--- config.mk ---
export PLATFORM = sky130hd
export DESIGN_NAME = seq_alu
export DESIGN_NICKNAME = d
export VERILOG_FILES = /design/src/rtl/seq_alu.sv
export SDC_FILE = /design/constraint.sdc
export NUM_CORES = 1
export LEC_CHECK = 0
export BUFFER_PORTS_ARGS = -buffer_cell sky130_fd_sc_hd__buf_2
export CORE_MARGIN = 1.5
export CORE_UTILIZATION = 45
export DETAILED_ROUTE_END_ITERATION = 6
export SLEW_MARGIN = 15
export SYNTH_ARGS = -nofsm -noshare
export SYNTH_HDL_FRONTEND = slang
export SYNTH_SLANG_ARGS = --single-unit
--- constraint.sdc ---
create_clock -name clk -period 2.7 [get_ports clk]
set_input_delay 0.27 -clock clk [delete_from_list [all_inputs] [get_ports clk]]
set_output_delay 0.27 -clock clk [all_outputs]
set_load 0.05 [all_outputs]
--- src/rtl/seq_alu.sv ---
// seq_alu: handshaked three-operand ALU with an iterative shift-add
// multiply-accumulate. Operands are captured on accept; MAC runs WIDTH
// shift-add iterations, the other ops resolve in the accept cycle.
//
// Ports:
//   clk, rst_n         clock, asynchronous active-low reset
//   in_valid/in_ready  operand-side handshake (in_ready = state is IDLE)
//   a, b, c            WIDTH-bit unsigned operands
//   op                 00 MAC, 01 SUM3, 10 SHL, 11 MAX3
//   out_valid/out_ready result-side handshake
//   result             2*WIDTH-bit result, held until transferred
//   busy               high while an operation is in flight or unconsumed
module seq_alu #(
    parameter int unsigned WIDTH = 8
) (
    input  logic                 clk,
    input  logic                 rst_n,
    input  logic                 in_valid,
    output logic                 in_ready,
    input  logic [WIDTH-1:0]     a,
    input  logic [WIDTH-1:0]     b,
    input  logic [WIDTH-1:0]     c,
    input  logic [1:0]           op,
    output logic                 out_valid,
    input  logic                 out_ready,
    output logic [2*WIDTH-1:0]   result,
    output logic                 busy
);

    localparam int unsigned RW  = 2 * WIDTH;
    localparam int unsigned SHW = $clog2(RW);
    localparam int unsigned CW  = $clog2(WIDTH);

    localparam logic [1:0] OP_MAC  = 2'b00;
    localparam logic [1:0] OP_SUM3 = 2'b01;
    localparam logic [1:0] OP_SHL  = 2'b10;
    localparam logic [1:0] OP_MAX3 = 2'b11;

    typedef enum logic [1:0] {
        IDLE = 2'd0,
        MUL  = 2'd1,
        DONE = 2'd2
    } state_t;

    state_t           state;
    logic [RW-1:0]    acc;
    logic [RW-1:0]    mcand;
    logic [WIDTH-1:0] mplier;
    logic [CW-1:0]    count;

    logic [RW-1:0]    quick_result;
    logic [RW-1:0]    acc_add;
    logic [WIDTH-1:0] max_ab;

    // Single-cycle ops, evaluated on the live operands for capture at accept.
    always_comb begin
        quick_result = '0;
        max_ab       = (a > b) ? a : b;
        case (op)
            OP_SUM3: quick_result = RW'(a) + RW'(b) + RW'(c);
            OP_SHL:  quick_result = RW'(a) << c[SHW-1:0];
            OP_MAX3: quick_result = RW'((max_ab > c) ? max_ab : c);
            default: quick_result = '0;
        endcase
    end

    // One shift-add step: conditionally add the shifted multiplicand.
    always_comb begin
        acc_add = acc;
        if (mplier[0]) begin
            acc_add = acc + mcand;
        end
    end

    assign in_ready = (state == IDLE);

    // Control FSM with registered result-side outputs.
    always_ff @(posedge clk or negedge rst_n) begin
        if (!rst_n) begin
            state     <= IDLE;
            acc       <= '0;
            mcand     <= '0;
            mplier    <= '0;
            count     <= '0;
            result    <= '0;
            out_valid <= 1'b0;
            busy      <= 1'b0;
        end else begin
            case (state)
                IDLE: begin
                    if (in_valid) begin
                        busy <= 1'b1;
                        if (op == OP_MAC) begin
                            acc    <= RW'(c);
                            mcand  <= RW'(a);
                            mplier <= b;
                            count  <= '0;
                            state  <= MUL;
                        end else begin
                            result    <= quick_result;
                            out_valid <= 1'b1;
                            state     <= DONE;
                        end
                    end
                end
                MUL: begin
                    // Always runs the full WIDTH iterations for fixed latency.
                    acc    <= acc_add;
                    mcand  <= mcand << 1;
                    mplier <= mplier >> 1;
                    count  <= count + CW'(1);
                    if (count == CW'(WIDTH - 1)) begin
                        result    <= acc_add;
                        out_valid <= 1'b1;
                        state     <= DONE;
                    end
                end
                DONE: begin
                    if (out_ready) begin
                        out_valid <= 1'b0;
                        busy      <= 1'b0;
                        state     <= IDLE;
                    end
                end
                default: begin
                    state     <= IDLE;
                    out_valid <= 1'b0;
                    busy      <= 1'b0;
                end
            endcase
        end
    end

endmodule
### After elaboration in Yosys (flattened, before gate mapping)

Cells that the tools add are included.

* add/subtract/negate cells: 4
* order comparisons: 2
* equal/unequal tests: 11
* shift operators: 1
* multiplexer cells: 32
* bitwise gates (word level): 1
* reduce and logical (&&, ||, !) cells: 8

Operators by type and width (count)
* two-way mux 16 bit: 8
* case mux 16 bit (2 select lines): 3
* case mux 16 bit (3 select lines): 1
* two-way mux 8 bit: 4
* adder 16 bit: 1
* > comparator 8 bit: 2
* case mux 8 bit (2 select lines): 1
* left shift 8 x 4 -> 16 bit: 1
* adder 9 x 8 -> 10 bit: 1
* adder 8 x 8 -> 9 bit: 1
* AND reduction 3 bit: 3
* two-way mux 2 bit: 4
* != test 2 bit (second input constant): 4
* AND reduction 4 bit: 2
* equality test 2 bit (second input constant): 3
* two-way mux 3 bit: 2
* case mux 1 bit (3 select lines): 2
* case mux 2 bit (3 select lines): 1
* case mux 3 bit (2 select lines): 1
* two-way mux 1 bit: 5
* equality test 2 x 1 -> 1 bit (second input constant): 2
* logical NOT 2 bit: 2
* adder 3 x 1 -> 3 bit (second input constant): 1
* equality test 3 bit (second input constant): 1
* 3 further kinds: 3

* register bits after elaboration: 63
* input port bits: 30
* word-level logic and storage cells: 67

### Logic depth before layout (Yosys ltp)

* depth in word-level cells: 8
* mapped depth: 16
* depth with buffers taken out: 14

### Least setup slack after synthesis

Ideal clock, no wire load.

* path kind: input -> register
* from: input a[0]
* to: register result[7]
* arrival time: 3.262 ns
* path slack: -0.688 ns
* stages: 16
* cell sequence: clkbuf_1 > inv_1 > ha_1 > and4_1 > clkbuf_1 > nand2_1 > nand2_1 > o211ai_1 > nand2_1 > ha_1 > nand4_1 > nand2b_1 > a21oi_1 > nor3b_1 > a211o_1 > o32a_1

* word-level cells in the longest chain between the ends: 8
* elaborated cells between the ends (all ways): 11

RTL lines
* from (decl): line 20 `input logic [WIDTH-1:0] a,`
* > comparator 8 bit: line 58 `max_ab = (a > b) ? a : b;`
* two-way mux 8 bit: line 58
* > comparator 8 bit: line 62 `OP_MAX3: quick_result = RW'((max_ab > c) ? max_ab : c);`
* two-way mux 8 bit: line 62
* case mux 16 bit (3 select lines) *: line 59 `case (op)`
* two-way mux 16 bit *: line 93 `if (op == OP_MAC) begin`
* two-way mux 16 bit *: line 91 `if (in_valid) begin`
* case mux 16 bit (2 select lines) *: line 89 `case (state)`
* to (signal assigned): line 100 `result <= quick_result;`
* to (decl): line 26 `output logic [2*WIDTH-1:0] result,`

Mark *: on every way between the ends. The rest lies on a longest branch, timed or not. The select of a mux whose other input is x is not followed.
A chain may end at the register's enable or synchronous reset.

### Final worst setup path

* from: input b[1]
* to: register result[7]

* word-level cells in the longest chain between the ends: 8
* elaborated cells between the ends (all ways): 10

RTL lines
* from (decl): line 21 `input logic [WIDTH-1:0] b,`
* > comparator 8 bit: line 58
* two-way mux 8 bit: line 58
* > comparator 8 bit: line 62
* two-way mux 8 bit: line 62
* case mux 16 bit (3 select lines) *: line 59
* two-way mux 16 bit *: line 93
* two-way mux 16 bit *: line 91
* case mux 16 bit (2 select lines) *: line 89

Marks and branches as above.

==> metrics <==
Routed Wire Length=18140 um; crit path from=b[1]; CP max FO=5; slew of the pin with the lowest slew margin=0.7907 ns; fin util=59.67%; pin count of the biggest net entering global routing=34; initial detailed-routing violation count=507; DRT Pass-1 Iters=7; critical path capture point type=flop; syn_nets=711; period utilization=108.4%; initial antenna violation count=0; Yosys warnings=0; clk buf depth=2; max-slew violations=0; Post-synth EDFFs=0; Seq/Total Area, Yosys=roughly 29%; Port Buffers=48; Fillers=1024; Die W=112.0 um; vias in the first global route=5298; Routed Antenna Nets=0; root buf cell=clkbuf_16; share of cells above drive strength 1=26.84%; DIE AREA=between 10000 and 15000 um2; FFs w/ async S/R, synth=100.0%; FMAX=341.7 MHz; Leak Pwr=just over 3 nW; antenna cells=0; CTS tree=done; Synth area leader=dfrtp_1; Routed wire per std cell=20.34 um; final hold vios=12; Clock Skew=0.005761 ns; Critical Path Sink=result[7]; Placed Cells=roughly 860; Overflow after GRT=0; pwr dens=1006 nW/um2; final-stage net count=825; final std cells w/o fill=892; min Tclk post-route=between 2 and 3 ns; DP Wirelength=~14000 um; RePlAce Congestion=0.9494; VDD IR max=between 500 and 600 uV; Top FF cell, synth=dfrtp_1; count leader, synth=nand2_1; critical path startpoint category=primary input; Final Hold Slack=-0.01390 ns; required time of the critical path=2.92 ns; failing checks=design-rule violations, negative hold slack, negative setup slack; total number of vias=5424; Final Setup Violations=8; reg2reg end=result[6]; starting density of the core=46.41%; Distinct cells, synth=69; Placeable Area=11520 um2; max_slew headroom=between 40% and 50%; Syn Inst Count=631; top cells by count, synth=90 x nand2_1, 63 x dfrtp_1, 54 x nor2_1, 46 x a21oi_1, 42 x o21ai_0; status=complete, but fails checks; final worst setup slack=-0.2266 ns; H-tree lvl count=3; syn avg cell area=8.471 um2; Seq cells post-synth=63; Worst-Skew Late Latency=0.34 ns; Reg2Reg Depth=10; WP data arrival=3.14 ns; largest cells by area after synthesis=dfrtp_1 29%, ha_1 9.4%, nand2_1 6.3%; Max-Cap Viols=0; Area Growth Syn to Fin=28.56%; critical path class=in -> reg; Reg-to-Reg Start=mcand[0]; Sink Count=63; Via density=a little over 6; RSZ-0062 raised after global routing=true; Ports=49; chip height=between 100 and 150 um; first-pass GRT wire length=around 29000 um; post-route DRC violation count=4; # hold bufs at CTS=0; FF-to-FF setup slack=-0.01 ns; HP Class=in -> async; CTS buffer count=9; row count=39; Synth top area share=just under 30%; GR Util All Layers=approximately 30%; clk slew on worst S/H paths=around 0.060 ns; setup TNS=-0.9926 ns; Post-Syn Area=5345 um2
[critical path, cell delays in order]
cell and delay, ns:
buf_12 0.09, inv_12 0.03, ha_4 0.22, nor2b_4 0.12, o211a_1 0.26, o21a_4 0.23, o211a_1 0.23, a21o_1 0.19
ha_4 0.27, a21oi_1 0.05, o21ai_0 0.22, o21a_2 0.31, nor3b_4 0.09, a211o_1 0.27, o32a_1 0.29
[cells by family after synthesis]
group,after synthesis,synth area share [%]
XOR/XNOR,8,1.311
flip-flops,63,29.49
AND/OR/NAND/NOR,204,17.23
buffers and inverters,53,3.956
AO/OA/AOI/OAI,219,28.11
adder cells (fa/ha/maj),50,13.11
multiplexers,34,6.788
[area by class of cell]
cell class	count	area, um2	area share [%]
Sequential cell	63	1577	22.94
Timing Repair Buffer	131	903.4	13.15
Multi-Input combinational cell	517	3824	55.64
Clock inverter	3	43.79	0.6373
Clock buffer	12	246.5	3.587
Tap cell	143	178.9	2.604
Inverter	23	98.84	1.438
[layout by cell type, fill, tap and decap left out, types with 5 or more instances in the layout]
master      n
o22ai_1    10
clkbuf_16   9
xnor2_1     5
a31oi_1     7
buf_2      45
ha_4        5
nor2b_1     7
nor3_1      9
buf_4      82
fa_1        9
inv_1      20
a21o_1      8
a21oi_1    44
and2_1      5
ha_1       32
dfrtp_1    63
o21ai_0    40
o211ai_1   16
o21a_1      5
mux2i_1    28
nand3_1     5
o211a_1     5
nand2_1    88
a211oi_1    8
o21ai_1    11
nor2_1     53
[timing repair]
action	in CTS	in global routing
gates cloned	2	0
setup buffers	12	2
pin swaps	19	16
resized for setup	25	20
setup endpoints to repair	8	9
[sequential cells by signal (all words and copies together) (netlist names)]
| signal | cells |
|---|---|
| acc | 16 |
| count | 3 |
| mplier | 8 |
| state | 2 |
| result | 16 |
| out_valid | 1 |
| mcand | 16 |
| busy | 1 |
[power breakdown]
part | total (mW) | internal [mW] | switching (mW)
sequential | 1.77 | 1.39 | 0.382
clock | 1.16 | 0.735 | 0.430
combinational | 3.98 | 1.49 | 2.49
total | 6.91 | 3.61 | 3.30
[how the worst min path moves through the flow]
| stage | start | to | slack (ns) | cells after the start |
|---|---|---|---|---|
| finish | rst_n | out_valid | -0.01 | 1 |
| global route | rst_n | out_valid | 0.05 | 1 |
| CTS | rst_n | state[1] | 0.03 | 1 |
| detailed placement | rst_n | state[1] | 0.39 | 1 |
| global placement | rst_n | busy | 0.36 | 1 |
| floorplan | rst_n | acc[0] | -0.03 | 0 |
[per-layer routing]
metal | track usage (%) | wire length (um)
met5 | 0 | 0
met4 | 10.72 | 485
met3 | 5.498 | 1061
met2 | 48.27 | 8494
met1 | 40.38 | 8097
[metrics by stage]
| step | area (um2) | power (mW) | worst slack (ns) |
|---|---|---|---|
| 2_1_floorplan | 5440 | 4.437 | -0.2329 |
| 4_1_cts | 6766 | 6.838 | -0.1181 |
| 6_report | 6872 | 6.912 | -0.2266 |
| 3_3_place_gp | 6248 | 5.511 | -0.6739 |
| 3_5_place_dp | 6248 | 5.591 | -0.6997 |
| 5_1_grt | 6872 | 7.373 | -0.3097 |
Power figures use the tool's default switching activity.
